### src/rtl/puf_pkg.sv
// Shared types and constants for the ring-oscillator PUF challenge controller.
package puf_pkg;

  typedef enum logic [2:0] {
    IDLE,
    CLEAR,
    RUN,
    SETTLE,
    COMPARE,
    DONE
  } puf_state_t;

  localparam int DEF_CNT_W      = 32;
  localparam int DEF_SEL_W      = 5;
  localparam int DEF_RESP_BITS  = 8;
  localparam int DEF_WINDOW     = 1024;
  localparam int DEF_CLR_CYC    = 2;
  localparam int DEF_SETTLE_CYC = 4;

  // 10-bit Fibonacci LFSR, x^10 + x^7 + 1
  localparam int LFSR_W = 10;
  localparam int TAP_HI = 9;
  localparam int TAP_LO = 6;

  // Padding above the 8-bit seed; the 1 in bit 8 keeps the LFSR out of the all-zero lockup state
  localparam logic [1:0] SEED_PAD = 2'b01;

  function automatic logic [LFSR_W-1:0] lfsr_step(input logic [LFSR_W-1:0] s);
    return {s[LFSR_W-2:0], s[TAP_HI] ^ s[TAP_LO]};
  endfunction

  function automatic int max3(input int a, input int b, input int c);
    int m;
    m = (a > b) ? a : b;
    return (m > c) ? m : c;
  endfunction

endpackage

### src/rtl/puf_lfsr10.sv
// Challenge sequence generator: loads from the seed, steps once per response bit.
module puf_lfsr10
  import puf_pkg::*;
(
  input  logic              clk,
  input  logic              rst_n,
  input  logic              load,
  input  logic              advance,
  input  logic [7:0]        seed,
  output logic [LFSR_W-1:0] value
);

  // Seed load has priority over stepping; otherwise the state holds
  always_ff @(posedge clk or posedge rst_n) begin
    if (rst_n) begin
      value <= '0;
    end else if (load) begin
      value <= {SEED_PAD, seed};
    end else if (advance) begin
      value <= lfsr_step(value);
    end
  end

endmodule

### src/rtl/puf_response_reader.sv
// Ring-oscillator PUF reader: per challenge clears both counter banks, runs the
// oscillators for a fixed window, lets the counts settle, then compares them
// to produce one response bit. The assembled response leaves via valid/ready.
module puf_response_reader
  import puf_pkg::*;
#(
  parameter int CNT_W      = DEF_CNT_W,
  parameter int SEL_W      = DEF_SEL_W,
  parameter int RESP_BITS  = DEF_RESP_BITS,
  parameter int WINDOW     = DEF_WINDOW,
  parameter int CLR_CYC    = DEF_CLR_CYC,
  parameter int SETTLE_CYC = DEF_SETTLE_CYC
) (
  input  logic                 clk,
  input  logic                 rst_n,
  input  logic                 start,
  input  logic [7:0]           seed,
  output logic [SEL_W-1:0]     sel_a,
  output logic [SEL_W-1:0]     sel_b,
  output logic                 osc_en,
  output logic                 cnt_clr,
  input  logic [CNT_W-1:0]     count_a,
  input  logic [CNT_W-1:0]     count_b,
  output logic [RESP_BITS-1:0] resp,
  output logic                 resp_valid,
  input  logic                 resp_ready,
  output logic                 busy,
  output logic                 tie
);

  localparam int PH_MAX = max3(WINDOW, CLR_CYC, SETTLE_CYC);
  localparam int PH_W   = $clog2(PH_MAX + 1);
  localparam int IDX_W  = (RESP_BITS > 1) ? $clog2(RESP_BITS) : 1;

  localparam logic [PH_W-1:0]  CLR_LAST    = PH_W'(CLR_CYC - 1);
  localparam logic [PH_W-1:0]  RUN_LAST    = PH_W'(WINDOW - 1);
  localparam logic [PH_W-1:0]  SETTLE_LAST = PH_W'(SETTLE_CYC - 1);
  localparam logic [IDX_W-1:0] IDX_LAST    = IDX_W'(RESP_BITS - 1);

  puf_state_t         state;
  logic [PH_W-1:0]    phase;
  logic [IDX_W-1:0]   bit_idx;
  logic [LFSR_W-1:0]  lfsr_q;
  logic [LFSR_W-1:0]  lfsr_nxt;
  logic               lfsr_load;
  logic               lfsr_adv;
  logic [SEL_W-1:0]   sel_a_nxt;
  logic [SEL_W-1:0]   sel_b_raw;
  logic [SEL_W-1:0]   sel_b_nxt;
  logic               last_bit;
  logic               resp_bit;
  logic               counts_tie;

  assign last_bit   = (bit_idx == IDX_LAST);
  assign lfsr_load  = (state == IDLE) && start;
  assign lfsr_adv   = (state == COMPARE) && !last_bit;
  assign resp_bit   = (count_a > count_b);
  assign counts_tie = (count_a == count_b);

  puf_lfsr10 u_lfsr (
    .clk     (clk),
    .rst_n   (rst_n),
    .load    (lfsr_load),
    .advance (lfsr_adv),
    .seed    (seed),
    .value   (lfsr_q)
  );

  // Selects are registered on the same edge the LFSR updates, so derive them from its upcoming value
  always_comb begin
    lfsr_nxt = lfsr_q;
    if (lfsr_load) begin
      lfsr_nxt = {SEED_PAD, seed};
    end else if (lfsr_adv) begin
      lfsr_nxt = lfsr_step(lfsr_q);
    end
  end

  // Never point both banks at the same oscillator: flip the LSB of bank B on a collision
  always_comb begin
    sel_a_nxt = lfsr_nxt[SEL_W-1:0];
    sel_b_raw = lfsr_nxt[2*SEL_W-1:SEL_W];
    sel_b_nxt = (sel_b_raw == sel_a_nxt) ? (sel_b_raw ^ SEL_W'(1)) : sel_b_raw;
  end

  // Main sequencer: every output is set on the edge that enters its phase
  always_ff @(posedge clk or posedge rst_n) begin
    if (rst_n) begin
      state      <= IDLE;
      phase      <= '0;
      bit_idx    <= '0;
      sel_a      <= '0;
      sel_b      <= '0;
      osc_en     <= 1'b0;
      cnt_clr    <= 1'b0;
      resp       <= '0;
      resp_valid <= 1'b0;
      busy       <= 1'b0;
      tie        <= 1'b0;
    end else begin
      case (state)
        IDLE: begin
          if (start) begin
            state   <= CLEAR;
            phase   <= '0;
            bit_idx <= '0;
            resp    <= '0;
            tie     <= 1'b0;
            cnt_clr <= 1'b1;
            busy    <= 1'b1;
            sel_a   <= sel_a_nxt;
            sel_b   <= sel_b_nxt;
          end
        end
        CLEAR: begin
          if (phase == CLR_LAST) begin
            state   <= RUN;
            phase   <= '0;
            cnt_clr <= 1'b0;
            osc_en  <= 1'b1;
          end else begin
            phase <= phase + PH_W'(1);
          end
        end
        RUN: begin
          if (phase == RUN_LAST) begin
            state  <= SETTLE;
            phase  <= '0;
            osc_en <= 1'b0;
          end else begin
            phase <= phase + PH_W'(1);
          end
        end
        SETTLE: begin
          if (phase == SETTLE_LAST) begin
            state <= COMPARE;
            phase <= '0;
          end else begin
            phase <= phase + PH_W'(1);
          end
        end
        COMPARE: begin
          resp <= {resp[RESP_BITS-2:0], resp_bit};
          if (counts_tie) begin
            tie <= 1'b1;
          end
          if (last_bit) begin
            state      <= DONE;
            resp_valid <= 1'b1;
          end else begin
            state   <= CLEAR;
            bit_idx <= bit_idx + IDX_W'(1);
            cnt_clr <= 1'b1;
            sel_a   <= sel_a_nxt;
            sel_b   <= sel_b_nxt;
          end
        end
        DONE: begin
          if (resp_ready) begin
            state      <= IDLE;
            resp_valid <= 1'b0;
            busy       <= 1'b0;
          end
        end
        default: begin
          state <= IDLE;
        end
      endcase
    end
  end

endmodule

### config.mk
export PLATFORM = sky130hd
export DESIGN_NAME = puf_response_reader
export DESIGN_NICKNAME = d
export VERILOG_FILES = /design/src/rtl/puf_pkg.sv /design/src/rtl/puf_lfsr10.sv /design/src/rtl/puf_response_reader.sv
export SDC_FILE = /design/constraint.sdc
export NUM_CORES = 1
export LEC_CHECK = 0
export ABC_CLOCK_PERIOD_IN_PS = 3200
export BUFFER_PORTS_ARGS = -buffer_cell sky130_fd_sc_hd__clkbuf_2
export CORE_MARGIN = 2
export CORE_UTILIZATION = 52
export DETAILED_ROUTE_END_ITERATION = 8
export PLACE_DENSITY = 0.79
export SYNTH_ARGS = -nofsm -noshare
export SYNTH_HDL_FRONTEND = slang
export SYNTH_SLANG_ARGS = --single-unit
### constraint.sdc
create_clock -name clk -period 3.2 [get_ports clk]
set_input_delay 0.32 -clock clk [delete_from_list [all_inputs] [get_ports clk]]
set_output_delay 0.32 -clock clk [all_outputs]
set_load 0.1 [all_outputs]
==> After elaboration in Yosys (flattened, before gate mapping) <==
Cells that the tools add are included.
{ "totals": {"regBits": 50, "inputBits": 76, "output_inout_bits": 23, "elab_cells": 95} }
{ "classes": {"add_sub_neg": 2, "n_lt_le_gt_ge": 1, "n_eq_ne": 19, "mux": 40, "n_bitwise": 2, "reduce_logical": 19} }
{ "ops": {"columns": ["cell", "count"], "rows": [
  ["11-bit 2-to-1 mux", 4],
  ["11-bit case mux with 4 select lines", 1],
  ["32-bit == test", 1],
  ["32-bit greater-than comparator", 1],
  ["3-bit 2-to-1 mux", 8],
  ["10-bit 2-to-1 mux", 2],
  ["5-bit 2-to-1 mux", 4],
  ["5-bit case mux with 2 select lines", 2],
  ["3-bit case mux with 6 select lines", 1],
  ["2-bit != test (second input constant)", 8],
  ["8-bit case mux with 2 select lines", 1],
  ["3-bit AND reduction", 5],
  ["11-bit by 1-bit adder with 11-bit output (second input constant)", 1],
  ["11-bit by 1-bit == test with 1-bit output (second input constant)", 1],
  ["11-bit by 10-bit == test with 1-bit output (second input constant)", 1],
  ["11-bit by 2-bit == test with 1-bit output (second input constant)", 1],
  ["1-bit 2-to-1 mux", 10],
  ["3-bit == test (second input constant)", 3],
  ["8-bit 2-to-1 mux", 1],
  ["1-bit case mux with 2 select lines", 4],
  ["2-bit nonzero test", 4],
  ["3-bit by 2-bit == test with 1-bit output (second input constant)", 2],
  ["3-bit case mux with 2 select lines", 1],
  ["5-bit == test", 1],
  ["13 further kinds", 15]
]} }

==> Longest topological paths before layout <==
{ "depth": {"word_depth": 9, "ltp_mapped": 10, "depth_no_buf": 8} }

==> Cells and area by module <==
Synthesis repeated with hierarchy kept, for this count alone.
{ "unflattened": {"cells_unflattened": 397, "hier_area_um2": 3485.8} }
{ "modules_own_cells": {"columns": ["module", "instances", "cells_each", "area_per_inst_um2", "seq_area_each_um2"], "rows": [
  ["puf_response_reader", 1, 353, 3004.1, 1001.0],
  ["puf_lfsr10", 1, 44, 481.7, 250.2]
]} }

==> Least setup slack after synthesis <==
Ideal clock, no wire load.
{ "synth_timing": {"path_kind": "flip-flop to flip-flop", "from": "reg bit_idx[0]", "to": "reg sel_b[0]", "setup_time_ns": 0.082, "arrival_ns": 2.549, "required_ns": 3.118, "slack_ns": 0.569, "stages_incl_launch_ff": 10, "n_path_buf": 1, "synth_period_minus_slack_ns": 2.631, "cell_sequence": "dfrtp_1 ha_1 ha_1 or4b_1 buf_2 nand3_1 nand4_1 a211o_1 or4_1 a31oi_1"} }
{ "synth_via": {"elab_chain_cells": 9, "word_cells_on_any_way": 13, "classes_between": "3 x eq/ne; 6 x mux; 1 x bitwise; 3 x reduce/logical"} }
{ "synth_lines": {"columns": ["item", "line_no", "text"], "rows": [
  ["start, declared", "puf_response_reader.sv:42", "logic [IDX_W-1:0] bit_idx;"],
  ["start signal, assigned", "puf_response_reader.sv:152", "bit_idx <= bit_idx + IDX_W'(1);"],
  ["3-bit == test (*)", "puf_response_reader.sv:54", "assign last_bit = (bit_idx == IDX_LAST);"],
  ["1-bit zero test", "puf_response_reader.sv:56", "assign lfsr_adv = (state == COMPARE) && !last_bit;"],
  ["1-bit logical AND", "puf_response_reader.sv:56", null],
  ["10-bit 2-to-1 mux", "puf_response_reader.sv:74", "end else if (lfsr_adv) begin"],
  ["10-bit 2-to-1 mux", null, null],
  ["5-bit == test / 1-bit NOT (equally long branches)", null, null],
  ["1-bit 2-to-1 mux", "puf_response_reader.sv:83", "sel_b_nxt = (sel_b_raw == sel_a_nxt) ? (sel_b_raw ^ SEL_W'(1)) : sel_b_raw;"],
  ["5-bit 2-to-1 mux, on equally long branches", "puf_response_reader.sv:147, puf_response_reader.sv:103", null],
  ["5-bit case mux with 2 select lines", "puf_response_reader.sv:101", "case (state)"],
  ["end signal, assigned", "puf_response_reader.sv:112", "sel_b <= sel_b_nxt;"],
  ["end signal, assigned", "puf_response_reader.sv:155", "sel_b <= sel_b_nxt;"],
  ["end, declared", "puf_response_reader.sv:19", "output logic [SEL_W-1:0] sel_b,"]
]} }
Mark *: on every way between the ends. The rest lies on a longest branch, timed or not. The select of a mux whose other input is x is not followed.
A chain may end at the register's enable or synchronous reset.

==> Worst setup path after layout <==
Ends and elaborated chain as after synthesis.

==> reports/summary.txt <==
outcome: finished, final reports clean
clock latency on the worst-skew pair: 0.31 ns
worst clock skew: 0.00961 ns
starting utilization of the core area: 52.8%
Post-route DRC: 0
post-layout min period: 2.89 ns
largest net degree at the start of global routing: 51
register area share after synthesis: 38.0%
placer congestion estimate: 0.853
Avg Synthesized Cell Area: 8.84 um2
number of nets with antenna violations after detailed routing: 0
number of detailed-route iterations in the first pass: 4
H-tree lvl count: 2
summed instance area of the synthesized netlist: 3300 um2
total routing resource utilization after global routing: 22.4%
PostCTS Resize Cnt: 0
routed length per instance: 13.6 um
CTS root buffer: sky130_fd_sc_hd__clkbuf_8
Post-synth ARST share: 100%
Gate power share: 55.0%
share of post-route cells with drive strength above 1: 25.3%
Die ar.: 6990 um2
Worst path most repeated cell: sky130_fd_sc_hd__ha_1
std cell rows: 29
cell leakage power: 2.13 nW
relative area change from synthesis to final layout: 20.0%
number of synthesized flops with an enable pin: 0
cell-by-cell listing of the critical path: ha_1 > ha_1 > or4b_1 > nand3_1 > nand4_1 > a211o_1 > or4_1 > a31oi_1
delay of the slowest cell on the worst path: 0.66 ns
global route overflow: 0
total count of hold-check failures in the final report: 0
Post-CTS Hold Buffers: 0
part of the total power dissipated in sequential elements: 32.6%
final wirelength: 7470 um
die extent in x: 83.6 um
launching element type of the critical path: flop
class of the tightest hold or removal check: input port to async pin
final max-slew violation count: 0
minimum hold slack: 0.223 ns
Unique masters post-synth: 53
main flop type after synthesis: sky130_fd_sc_hd__dfrtp_1
IO Port Bufs: 98
required time of the worst setup path: 3.43 ns
number of global-route vias before repair: 3054
final setup fails: 0
number of synthesized register bits: 50
net count after synthesis: 485
instance count of the mapped netlist: 373
Net Sw Frac: 51.9%
wire length of the first global-routing pass: 13000 um
number of placed I/O pins: 99
Final #Nets: 582
total length of routed met3 wires: 323 um
initial antenna violation count: 0
top layer in use: met4
maximum vdd drop: 0.779 mV
Max Clk Rate: 346 MHz
Iteration-0 DRC Markers: 111
net switching power: 0.00166 W
power per unit of standard cell area: 806 nW/um2
TritonCTS clock tree: yes
Sum Neg Setup Slack: 0 ns
CP Class: flop to flop
clk buf depth: 2
Clock transition at path regs: 0.09 ns
antenna fix cells: 0
total routed wire length on the met1 layer: 3370 um
placeable core region: 6240 um2
clock network fraction of design power: 12.4%
number of sinks driven by the clock tree: 50
pin slew with the least headroom to its limit: 1.02 ns
CP arrival: 3.12 ns
number of fillers in the final layout: 563
via count of the routed design: 3035
critical path peak fanout: 9
vias per cell: 5.54
Max Cap Viol: 0
placed wire-length estimate after detailed placement: 5880 um
die height: 83.6 um
Internal Power: 0.00153 W
Syn. warnings: 0
routed length on met2: 3640 um
number of buffers added by the clock tree synthesis step: 5
category of the worst setup path capture point: flop
RSZ-0062 raised after global routing: false
final cycle utilization of the critical path: 90.3%
relative slew slack: 32.1%
post-CTS repair timing setup buffer count: 0
slowest library cell on the worst path: sky130_fd_sc_hd__or4b_1
## synth_stat cells (all sizes together) (3+ instances only)
library cell	instances	share of area [%]
dfrtp	50	38
nand2	42	4.8
inv	40	4.6
nor2	37	4.2
ha	36	14
o21ai	28	4.3
a21oi	17	2.6
a22o	10	2.7
clkbuf	8	0.91
nand3	7	1.1
a21o	6	1.4
nand4	6	1.1
nor2b	6	1.1
buf	5	0.95
nand2b	5	0.95
o21a	5	1.1
a22oi	4	1.3
a31oi	4	0.76
nor3	4	0.61
o31ai	4	0.91
xor2	4	1.1
and3	3	0.57
xnor2	3	0.80
## kinds of logic after synthesis
family	after synthesis	synth area share, %
AO/OA/AOI/OAI	97	19.9
flip-flops	50	38.0
adder cells (fa/ha/maj)	36	13.7
buffers and inverters	53	6.41
XOR/XNOR	7	1.86
AND/OR/NAND/NOR	129	19.8
multiplexers	1	0.342
## power by group through the flow
stage          sequential, W  combinational [W]  clock [W]
2_1_floorplan        0.00153           0.000893          0
3_5_place_dp         0.00105            0.00175          0
3_3_place_gp         0.00104            0.00172          0
4_1_cts              0.00104            0.00176   0.000398
5_1_grt              0.00107            0.00192   0.000428
6_report             0.00104            0.00175   0.000394
## critical path, delay by kind of cell (launching register included)
kind                     cells  cell delay (ns)
flip-flops                   1             0.40
AO/OA/AOI/OAI                2             0.45
adder cells (fa/ha/maj)      2             0.47
AND/OR/NAND/NOR              4             1.48
## area by class of cell
class	instances	area (um2)	area share [%]
Multi-Input combinational cell	270	1830	46.4
Sequential cell	50	1250	31.6
Timing Repair Buffer	103	528	13.4
Inverter	40	150	3.80
Tap cell	77	96.3	2.44
Clock buffer	6	82.6	2.09
Clock inverter	2	12.5	0.316
## state kept, by name, summed over array words and instances, names as in the netlist, 3 cells and up
name          count
phase            11
u_lfsr.value     10
resp              8
sel_a             5
sel_b             5
bit_idx           3
state             3
## layout by cell type (no fill, tap or decap), types with 5 or more instances in the layout
cell type and count:
sky130_fd_sc_hd__ha_1 36, sky130_fd_sc_hd__a22o_1 10, sky130_fd_sc_hd__o21a_1 5, sky130_fd_sc_hd__clkbuf_8 6
sky130_fd_sc_hd__dfrtp_1 50, sky130_fd_sc_hd__inv_1 39, sky130_fd_sc_hd__nand2b_1 5, sky130_fd_sc_hd__clkbuf_2 98
sky130_fd_sc_hd__a21oi_1 17, sky130_fd_sc_hd__nor2_1 37, sky130_fd_sc_hd__nand4_1 6, sky130_fd_sc_hd__o21ai_0 27
sky130_fd_sc_hd__buf_4 5, sky130_fd_sc_hd__nand2_1 42, sky130_fd_sc_hd__a21o_1 6, sky130_fd_sc_hd__nor2b_1 6
sky130_fd_sc_hd__nand3_1 7
## worst paths after layout
kind                                        start                         to  slack, ns  depth (start not counted)
setup / recovery           bit_idx[0]$_DFFE_PP0P_       sel_b[0]$_DFFE_PP0P_       0.31                          8
hold / removal                              rst_n  u_lfsr.value[9]$_DFF_PP0_       0.22                          2
setup reg to reg           bit_idx[0]$_DFFE_PP0P_       sel_b[0]$_DFFE_PP0P_       0.31                          8
hold reg to reg            bit_idx[0]$_DFFE_PP0P_     bit_idx[0]$_DFFE_PP0P_       0.48                          1
max in group asynchronous                   rst_n        resp[3]$_DFFE_PP0P_       2.35                          2
min in group clk                          seed[7]       sel_b[2]$_DFFE_PP0P_       0.26                          3
## through the flow
step	total power, W	cells	utilization, %	worst slack (ns)	area, um2
finish	0.00319	548	63.4	0.310	3960
global route	0.00342	548	63.4	0.164	3960
CTS	0.00320	548	63.4	0.313	3960
detailed placement	0.00280	540	61.8	0.316	3860
global placement	0.00276	540	61.8	0.405	3860
floorplan	0.00243	373	-	0.569	3300
## per-layer routing
metal / vias up / global-route usage [%]
met5: - / 0
met4: 0 / 6.16
met3: 17 / 5.04
met2: 77 / 38.6
met1: 1434 / 28.2
li1: 1507 / -
Power figures use the tool's default switching activity.
